[src/rtl/multi_dataflow_package.sv]
// Shared types for the multi-dataflow wrapper; this slice carries the input-buffer types.
package multi_dataflow_package;

  localparam int IB_LEN_WIDTH = 16;

  typedef enum logic [1:0] {
    IB_IDLE,
    IB_RUN,
    IB_DRAIN,
    IB_DONE
  } in_buffer_state_t;

  typedef struct packed {
    logic                    start;
    logic [IB_LEN_WIDTH-1:0] len;
  } ctrl_in_buffer_t;

  typedef struct packed {
    logic                    busy;
    logic                    done;
    logic [IB_LEN_WIDTH-1:0] out_cnt;
  } flags_in_buffer_t;

endpackage

[src/rtl/multi_dataflow_in_buffer_fifo.sv]
// First-word-fall-through FIFO for the input buffer; wrap-bit pointers, no FSM.
module multi_dataflow_in_buffer_fifo #(
  parameter int DATA_WIDTH = 32,
  parameter int STRB_WIDTH = DATA_WIDTH / 8,
  parameter int DEPTH      = 4
) (
  input  logic                  clk_i,
  input  logic                  rst_i,
  input  logic                  push_i,
  input  logic [DATA_WIDTH-1:0] data_i,
  input  logic [STRB_WIDTH-1:0] strb_i,
  input  logic                  pop_i,
  output logic [DATA_WIDTH-1:0] data_o,
  output logic [STRB_WIDTH-1:0] strb_o,
  output logic                  full_o,
  output logic                  empty_o
);

  localparam int AW = $clog2(DEPTH);

  logic [AW:0]           wr_ptr_q, rd_ptr_q, fill;
  logic [DATA_WIDTH-1:0] data_mem [DEPTH];
  logic [STRB_WIDTH-1:0] strb_mem [DEPTH];
  logic                  do_push, do_pop;

  assign fill    = wr_ptr_q - rd_ptr_q;
  assign full_o  = (fill == (AW+1)'(DEPTH));
  assign empty_o = (wr_ptr_q == rd_ptr_q);
  assign do_push = push_i && !full_o;
  assign do_pop  = pop_i && !empty_o;
  assign data_o  = data_mem[rd_ptr_q[AW-1:0]];
  assign strb_o  = strb_mem[rd_ptr_q[AW-1:0]];

  always_ff @(posedge clk_i) begin
    if (rst_i) begin
      wr_ptr_q <= '0;
      rd_ptr_q <= '0;
    end else begin
      if (do_push) wr_ptr_q <= wr_ptr_q + 1'b1;
      if (do_pop)  rd_ptr_q <= rd_ptr_q + 1'b1;
    end
  end

  // Storage is never reset; empty_o masks stale contents.
  always_ff @(posedge clk_i) begin
    if (do_push) begin
      data_mem[wr_ptr_q[AW-1:0]] <= data_i;
      strb_mem[wr_ptr_q[AW-1:0]] <= strb_i;
    end
  end

endmodule

[src/rtl/multi_dataflow_in_buffer.sv]
// Framed input buffer: accepts exactly len words per job into a FIFO, forwards them, pulses done.
//   state    | meaning
//   IB_IDLE  | waiting for start_i, upstream blocked
//   IB_RUN   | accepting words until in_cnt reaches len
//   IB_DRAIN | upstream blocked, waiting for the last word to leave
//   IB_DONE  | one-cycle done pulse
module multi_dataflow_in_buffer
  import multi_dataflow_package::*;
#(
  parameter  int DATA_WIDTH = 32,
  parameter  int DEPTH      = 4,
  parameter  int LEN_WIDTH  = IB_LEN_WIDTH,
  localparam int STRB_WIDTH = DATA_WIDTH / 8
) (
  input  logic                  clk_i,
  input  logic                  rst_i,
  input  logic                  clear_i,
  input  logic                  start_i,
  input  logic [LEN_WIDTH-1:0]  len_i,
  input  logic [DATA_WIDTH-1:0] in_data_i,
  input  logic [STRB_WIDTH-1:0] in_strb_i,
  input  logic                  in_valid_i,
  output logic                  in_ready_o,
  output logic [DATA_WIDTH-1:0] out_data_o,
  output logic [STRB_WIDTH-1:0] out_strb_o,
  output logic                  out_valid_o,
  input  logic                  out_ready_i,
  output logic                  busy_o,
  output logic                  done_o,
  output logic [LEN_WIDTH-1:0]  out_cnt_o
);

  in_buffer_state_t     state_q, state_d;
  logic [LEN_WIDTH-1:0] len_q, len_d;
  logic [LEN_WIDTH-1:0] in_cnt_q, in_cnt_d;
  logic [LEN_WIDTH-1:0] out_cnt_q, out_cnt_d;
  logic                 soft_rst, push, pop, full, empty;

  assign soft_rst    = rst_i | clear_i;
  assign in_ready_o  = (state_q == IB_RUN) && !full;
  assign out_valid_o = !empty;
  assign push        = in_valid_i && in_ready_o;
  assign pop         = out_valid_o && out_ready_i;
  assign busy_o      = (state_q == IB_RUN) || (state_q == IB_DRAIN);
  assign done_o      = (state_q == IB_DONE);
  assign out_cnt_o   = out_cnt_q;

  always_comb begin
    state_d   = state_q;
    len_d     = len_q;
    in_cnt_d  = in_cnt_q;
    out_cnt_d = pop ? out_cnt_q + 1'b1 : out_cnt_q;
    case (state_q)
      IB_IDLE: begin
        if (start_i) begin
          len_d     = len_i;
          in_cnt_d  = '0;
          out_cnt_d = '0;
          state_d   = (len_i == '0) ? IB_DONE : IB_RUN;
        end
      end
      IB_RUN: begin
        if (push) begin
          in_cnt_d = in_cnt_q + 1'b1;
          if (in_cnt_d == len_q) state_d = IB_DRAIN;
        end
      end
      // The last word is always still buffered on entry, so DONE is reached only via a pop here.
      IB_DRAIN: begin
        if (pop && (out_cnt_d == len_q)) state_d = IB_DONE;
      end
      IB_DONE: state_d = IB_IDLE;
      default: state_d = IB_IDLE;
    endcase
  end

  always_ff @(posedge clk_i) begin
    if (soft_rst) begin
      state_q   <= IB_IDLE;
      len_q     <= '0;
      in_cnt_q  <= '0;
      out_cnt_q <= '0;
    end else begin
      state_q   <= state_d;
      len_q     <= len_d;
      in_cnt_q  <= in_cnt_d;
      out_cnt_q <= out_cnt_d;
    end
  end

  multi_dataflow_in_buffer_fifo #(
    .DATA_WIDTH(DATA_WIDTH),
    .STRB_WIDTH(STRB_WIDTH),
    .DEPTH     (DEPTH)
  ) u_fifo (
    .clk_i  (clk_i),
    .rst_i  (soft_rst),
    .push_i (push),
    .data_i (in_data_i),
    .strb_i (in_strb_i),
    .pop_i  (pop),
    .data_o (out_data_o),
    .strb_o (out_strb_o),
    .full_o (full),
    .empty_o(empty)
  );

endmodule

[config.mk]
export PLATFORM = sky130hd
export DESIGN_NAME = multi_dataflow_in_buffer
export DESIGN_NICKNAME = d
export VERILOG_FILES = /design/src/rtl/multi_dataflow_package.sv /design/src/rtl/multi_dataflow_in_buffer_fifo.sv /design/src/rtl/multi_dataflow_in_buffer.sv
export SDC_FILE = /design/constraint.sdc
export NUM_CORES = 1
export LEC_CHECK = 0
export BUFFER_PORTS_ARGS = -buffer_cell sky130_fd_sc_hd__buf_2
export CAP_MARGIN = 15
export CORE_MARGIN = 2
export CORE_UTILIZATION = 45
export CTS_CLUSTER_SIZE = 12
export DETAILED_ROUTE_END_ITERATION = 7
export SYNTH_ARGS = -nofsm -noshare
export SYNTH_HDL_FRONTEND = slang
export SYNTH_HIERARCHICAL = 1
export SYNTH_SLANG_ARGS = --single-unit
[constraint.sdc]
create_clock -name clk_i -period 8 [get_ports clk_i]
set_clock_uncertainty 0.15 [all_clocks]
set_input_delay 1.2 -clock clk_i [delete_from_list [all_inputs] [get_ports clk_i]]
set_output_delay 1.2 -clock clk_i [all_outputs]
set_load 0.1 [all_outputs]
==> impl_results.md, run 1 <==
* DR vias at 5482
* HP Class: reg -> reg
* Die footprint at 20700 µm²
* CTS tree: built
* Most frequent cells in the layout: edfxtp_1 (144), buf_2 (113), nand2_1 (58), dfxtp_1 (56), nor2_1 (53)
* Clock tree buffer depth at 3
* Port Buffer Count at 113
* Vias/cell at 5.34
* Least-Margin Pin Slew at 1000 ps
* # placed instances at 991
* Crit-path max FO at 11
* Root buf cell: clkbuf_16
* Layout area overhead at 16.7%
* FFs w/ async S/R, synth at 0%
* Post-CTS Setup Bufs at 0
* Final Cell Area at 10300 µm²
* CTS H-Tree Depth at 1
* WHS at 368 ps
* Number of synthesized flops with an enable pin at 144
* Share of cells above drive strength 1 at 26.1%
* Detailed Route Iter0 Violations at 312
* Post-Syn Area at 8800 µm²
* VDD IR-drop max at 0.149 mV
* DP Worst Slack at 4200 ps
* Number of global-route vias before repair at 5400
* Hold Violations, Final at 0
* Fmax at 271 MHz
* # rows at 51
* Slack of the worst reg-to-reg path at 4300 ps
* Initial Util at 45.5%
* RSZ-0062 raised after global routing: false
* Avg WL per Cell at 18.4 µm
* Leakage at 3.55 nW
* Fin crit share at 46.2%
* Crit path launch type: flip-flop
* Core Box Area at 19300 µm²
* Status: finished clean
* Antenna Nets Post-Route at 0
* CTS resizes at 0
* WP data arrival at 3940 ps
* Setup TNS at 0 ps
* Syn nets at 714
* Cts hold-fix bufs at 0
* CTS Buf Count at 22
* Die Span X at 144 µm
* Crit. End Element: flip-flop
* WP data required at 8240 ps
* Iteration count of the initial detailed-routing pass at 4
* Post-Synthesis Cells at 642
* Layout Cells excl Fill at 1027
* CTS clk-pin slew, worst paths at 60 ps
* Endpoints failing setup at 0
* GRT Util Overall at 18.4%
* Yosys reg bits at 202
* RD Place Congestion at 0.930
* DRT Wirelength at 18900 µm
* Main synth FF type: edfxtp_1
* Height of the chip at 144 µm
* DP HPWL at 12900 µm
* Most common cell after layout, fill and taps aside: edfxtp_1
* Global-route wire length before repair at 29400 µm
* Remaining Overflow, GRT at 0
* Fillers at 1636
* # clock sinks at 202
* Synth unique cells at 65
* Syn_area_per_cell at 13.7 µm²
* Worst slew margin at 32.5%
* Post-route DRC at 0
* Post-Route Utilization at 53.1%
* MaxCap Viol Count at 0
* Nets@finish at 822
* Initial antenna violation count at 0
* Worst skew pair latency at 490 ps
* Yosys warnings at 6
* Slew Viols, Final at 0
* Area after DPL at 9580 µm²
* Setup WS post-layout at 4300 ps
* Pin count of the biggest net entering global routing at 46
* Power Density at 220 nW/µm²
* I/O pin cnt at 114
* Final Total Pwr at 2.26 mW
* Register area share after synthesis at 62.3%
* ANT cells at 0
* Final min period at 3700 ps
* Critical path type: reg -> reg
==> cells by family after synthesis <==
| family | Yosys count | share of synthesized area, % |
|---|---|---|
| buffers and inverters | 46 | 2.39 |
| adder cells (fa/ha/maj) | 14 | 1.99 |
| multiplexers | 44 | 10.2 |
| AO/OA/AOI/OAI | 78 | 5.80 |
| flip-flops | 202 | 62.3 |
| XOR/XNOR | 56 | 5.90 |
| AND/OR/NAND/NOR | 202 | 11.4 |
==> registers in the layout (all words and copies together) (netlist names), named ones only <==
register         count
in_cnt_q            16
state_q              2
len_q               16
u_fifo/data_mem    128
u_fifo/rd_ptr_q      3
out_cnt_o           16
u_fifo/wr_ptr_q      3
u_fifo/strb_mem     16
==> critical path: stages (launching register included) <==
cell and delay (ps):
dfxtp_1 380, inv_1 120, ha_1 390, nand2_1 170, nor2b_1 70, and3b_1 300, and2_1 490, o2111a_1 260
nand4_1 80, or4_1 420, o32ai_2 400, nand2_1 90, a221oi_1 280
==> per-layer routing <==
layer  routed length [µm]  global-route usage (%)  vias to the layer above
met2                 9170                    31.1                      163
li1                     -                       -                     2623
met1                 8530                    25.3                     2676
met4                  236                    4.33                        0
met3                 1000                    2.50                       20
met5                    0                       0                        -
==> report_power, final <==
part / internal [mW] / leakage (nW) / switching, mW
sequential: 1.13 / 1.77 / 0.00785
clock: 0.603 / 0.338 / 0.373
combinational: 0.0384 / 1.44 / 0.106
total: 1.77 / 3.55 / 0.488
==> synth_stat cells, types with 3 or more instances <==
cell | number | area [µm²]
nor2_1 | 53 | 199
or3_1 | 4 | 25.0
nand2_1 | 58 | 218
xnor2_1 | 33 | 289
edfxtp_1 | 144 | 4320
buf_1 | 3 | 11.3
nand2b_1 | 9 | 56.3
a31oi_1 | 3 | 18.8
mux4_2 | 36 | 811
ha_1 | 14 | 175
buf_2 | 4 | 20.0
and2_1 | 6 | 37.5
nand4b_1 | 3 | 26.3
xor2_1 | 20 | 175
nor4_1 | 12 | 75.1
mux2i_1 | 6 | 60.1
nor2b_1 | 7 | 43.8
inv_1 | 14 | 52.6
clkbuf_1 | 20 | 75.1
nor3_1 | 12 | 60.1
nand4_1 | 8 | 50.1
nand3b_1 | 4 | 30.0
nand3_1 | 14 | 70.1
o211a_1 | 3 | 30.0
dfxtp_1 | 58 | 1160
a21oi_1 | 36 | 180
o21ai_0 | 14 | 70.1
==> layout make-up <==
type / count / area, µm² / share of cell area (%)
multi-input combinational: 394 / 3120 / 30.3
timing repair buffer: 116 / 588 / 5.72
tap: 265 / 332 / 3.23
clock buffer: 30 / 581 / 5.65
clock inverter: 6 / 116 / 1.13
sequential: 202 / 5490 / 53.4
inverter: 14 / 52.6 / 0.511
==> worst paths after layout <==
check / depth (start not counted) / end / from
worst max-delay path: 12 / state_q[0]$_SDFFE_PP0P_ / u_fifo/wr_ptr_q[0]$_SDFFE_PP0P_
worst min-delay path: 2 / len_q[1]$_SDFFE_PP0P_ / len_q[1]$_SDFFE_PP0P_
worst max register to register: 12 / state_q[0]$_SDFFE_PP0P_ / u_fifo/wr_ptr_q[0]$_SDFFE_PP0P_
worst min register to register: 2 / len_q[1]$_SDFFE_PP0P_ / len_q[1]$_SDFFE_PP0P_
No activity file was read; power rests on OpenSTA's default activity.
==> inputs of run 2 (changes only) <==
==> constraint.sdc (replaced) <==
create_clock -name clk_i -period 3.8 [get_ports clk_i]
set_clock_uncertainty 0.15 [all_clocks]
set_input_delay 0.57 -clock clk_i [delete_from_list [all_inputs] [get_ports clk_i]]
set_output_delay 0.57 -clock clk_i [all_outputs]
set_load 0.1 [all_outputs]
==> run 2 against run 1 <==
Sequential power rose by 110%. Largest power group unchanged. Critical path type unchanged. Register-to-register slack got worse by 4000 ps. Total power rose by 110%.
==> impl_results.md, run 2 (synthesis results as in run 1) <==
* CTS clk-pin slew, worst paths at 60 ps (about the same)
* Post-Route Utilization at 53.8% (was 53.1%)
* Delay-heaviest family, CP: simple AND/OR/NAND/NOR gates (unchanged)
* CTS tree: built (unchanged)
* Layout area overhead at 18.3% (was 16.7%)
* Area after DPL at 9690 µm² (was 9580 µm²)
* Worst path max stage delay at 540 ps (was 490 ps)
* Most frequent cells in the layout: edfxtp_1 (144), buf_2 (113), nand2_1 (58), dfxtp_1 (56), nor2_1 (52) (was edfxtp_1 (144), buf_2 (113), nand2_1 (58), dfxtp_1 (56), nor2_1 (53))
* # placed instances at 1001 (was 991)
* DR vias at 5710 (was 5482)
* Antenna Nets Post-Route at 0 (unchanged)
* Fmax at 286 MHz (was 271 MHz)
* Nets@finish at 832 (was 822)
* Clock tree buffer depth at 3 (unchanged)
* # rows at 51 (unchanged)
* Final Cell Area at 10400 µm² (was 10300 µm²)
* Remaining Overflow, GRT at 0 (unchanged)
* CP Cell Sequence: inv_1 -> ha_1 -> nand2_1 -> nor2_1 -> nand3b_1 -> or3_1 -> nor3_1 -> a31oi_1 -> nor4_1 -> a41o_1 -> nand2_1 -> a221oi_1 (was inv_1 -> ha_1 -> nand2_1 -> nor2b_1 -> and3b_1 -> and2_1 -> o2111a_1 -> nand4_1 -> or4_1 -> o32ai_2 -> nand2_1 -> a221oi_1)
* Crit. End Element: flip-flop (unchanged)
* Fillers at 1628 (was 1636)
* Detailed Route Iter0 Violations at 386 (was 312)
* Status: finished clean (unchanged)
* Final min period at 3500 ps (was 3700 ps)
* Crit path launch type: flip-flop (unchanged)
* VDD IR-drop max at 0.313 mV (was 0.149 mV)
* WHS at 127 ps (was 368 ps)
* Most common cell after layout, fill and taps aside: edfxtp_1 (unchanged)
* Die Span X at 144 µm (unchanged)
* # clock sinks at 202 (unchanged)
* Core Box Area at 19300 µm² (unchanged)
* Fin crit share at 92.2% (was 46.2%)
* HP Class: in -> reg (was reg -> reg)
* CTS Buf Count at 22 (unchanged)
* Pin count of the biggest net entering global routing at 37 (was 46)
* ANT cells at 0 (unchanged)
* Worst slew margin at 28.1% (was 32.5%)
* Height of the chip at 144 µm (unchanged)
* Multi-input logic area at 3130 µm² (was 3120 µm²)
* Slew Viols, Final at 0 (unchanged)
* WP data required at 4050 ps (was 8240 ps)
* Leakage at 3.61 nW (was 3.55 nW)
* DP HPWL at 13100 µm (was 12900 µm)
* Initial Util at 45.5% (unchanged)
* Avg WL per Cell at 18.4 µm (about the same)
* Least-Margin Pin Slew at 1070 ps (was 1000 ps)
* Port Buffer Count at 113 (unchanged)
* Final Total Pwr at 4.80 mW (was 2.26 mW)
* I/O pin cnt at 114 (unchanged)
* Critical path type: reg -> reg (unchanged)
* Iteration count of the initial detailed-routing pass at 5 (was 4)
* Initial antenna violation count at 0 (unchanged)
* WP data arrival at 3750 ps (was 3940 ps)
* Global-route wire length before repair at 30000 µm (was 29400 µm)
* Number of global-route vias before repair at 5772 (was 5400)
* DRT Wirelength at 19100 µm (was 18900 µm)
* Vias/cell at 5.49 (was 5.34)
* Setup TNS at 0 ps (unchanged)
* GRT Util Overall at 18.6% (was 18.4%)
* Post-route DRC at 0 (unchanged)
* RD Place Congestion at 0.960 (was 0.930)
* Hold Violations, Final at 0 (unchanged)
* Layout Cells excl Fill at 1041 (was 1027)
* Highest-delay cell along the critical path: or3_1 (was and2_1)
* Die footprint at 20700 µm² (unchanged)
* RSZ-0062 raised after global routing: false (unchanged)
* Crit path buffers/inverters at 1 (unchanged)
* CTS H-Tree Depth at 1 (unchanged)
* Max reg flops at 128 (unchanged)
* Crit-path max FO at 6 (was 11)
* Worst skew pair latency at 500 ps (was 490 ps)
* Root buf cell: clkbuf_16 (unchanged)
* Setup WS post-layout at 297 ps (was 4300 ps)
* Post-CTS Setup Bufs at 0 (unchanged)
* DP Worst Slack at 327 ps (was 4200 ps)
* Most frequent CP cell: nand2_1 (unchanged)
* MaxCap Viol Count at 0 (unchanged)
* Power Density at 461 nW/µm² (was 220 nW/µm²)
* Register Area at 5490 µm² (unchanged)
* Endpoints failing setup at 0 (unchanged)
* Share of cells above drive strength 1 at 27.2% (was 26.1%)
==> run 2: cell count changes in the layout (fill, tap and decap cells not counted), sizes merged <==
| cell | previous run | this run |
|---|---|---|
| buf | 116 | 126 |
| clkbuf | 30 | 33 |
| clkinv | 3 | 4 |
==> run 2: repair_timing <==
action                     CTS  global route
hold buffers                 0             0
gates resized for setup      0             2
setup endpoints to repair    0             2
==> run 2: power by group <==
part | internal, mW | switching [mW] | leakage [nW]
sequential | 2.38 | 0.0168 | 1.77
combinational | 0.0834 | 0.224 | 1.51
clock | 1.28 | 0.815 | 0.343
total | 3.75 | 1.06 | 3.61
==> run 2: final timing paths <==
| check | slack, ps | start | cells after the start | endpoint |
|---|---|---|---|---|
| max | 300 | u_fifo/wr_ptr_q[0]$_SDFFE_PP0P_ | 12 | state_q[0]$_SDFFE_PP0P_ |
| min | 130 | in_data_i[25] | 1 | u_fifo/data_mem[3][25]$_DFFE_PP_ |
| max reg2reg | 300 | u_fifo/wr_ptr_q[0]$_SDFFE_PP0P_ | 12 | state_q[0]$_SDFFE_PP0P_ |
| min reg2reg | 370 | len_q[1]$_SDFFE_PP0P_ | 2 | len_q[1]$_SDFFE_PP0P_ |
==> run 2: area by class of cell <==
| class | instances | share of cell area, % |
|---|---|---|
| Sequential cell | 202 | 52.7 |
| Clock buffer | 33 | 5.68 |
| Inverter | 14 | 0.505 |
| Multi-Input combinational cell | 394 | 30.0 |
| Clock inverter | 7 | 1.15 |
| Timing Repair Buffer | 126 | 6.73 |
| Tap cell | 265 | 3.18 |
==> run 2: metal layers <==
| layer | vias to the layer above | global-route usage, % | share of wire [%] |
|---|---|---|---|
| met3 | 45 | 3.97 | 6.4 |
| li1 | 2645 | - | - |
| met1 | 2822 | 24.2 | 42 |
| met2 | 198 | 30.7 | 48 |
| met4 | 0 | 7.02 | 3.2 |
| met5 | - | 0 | 0 |
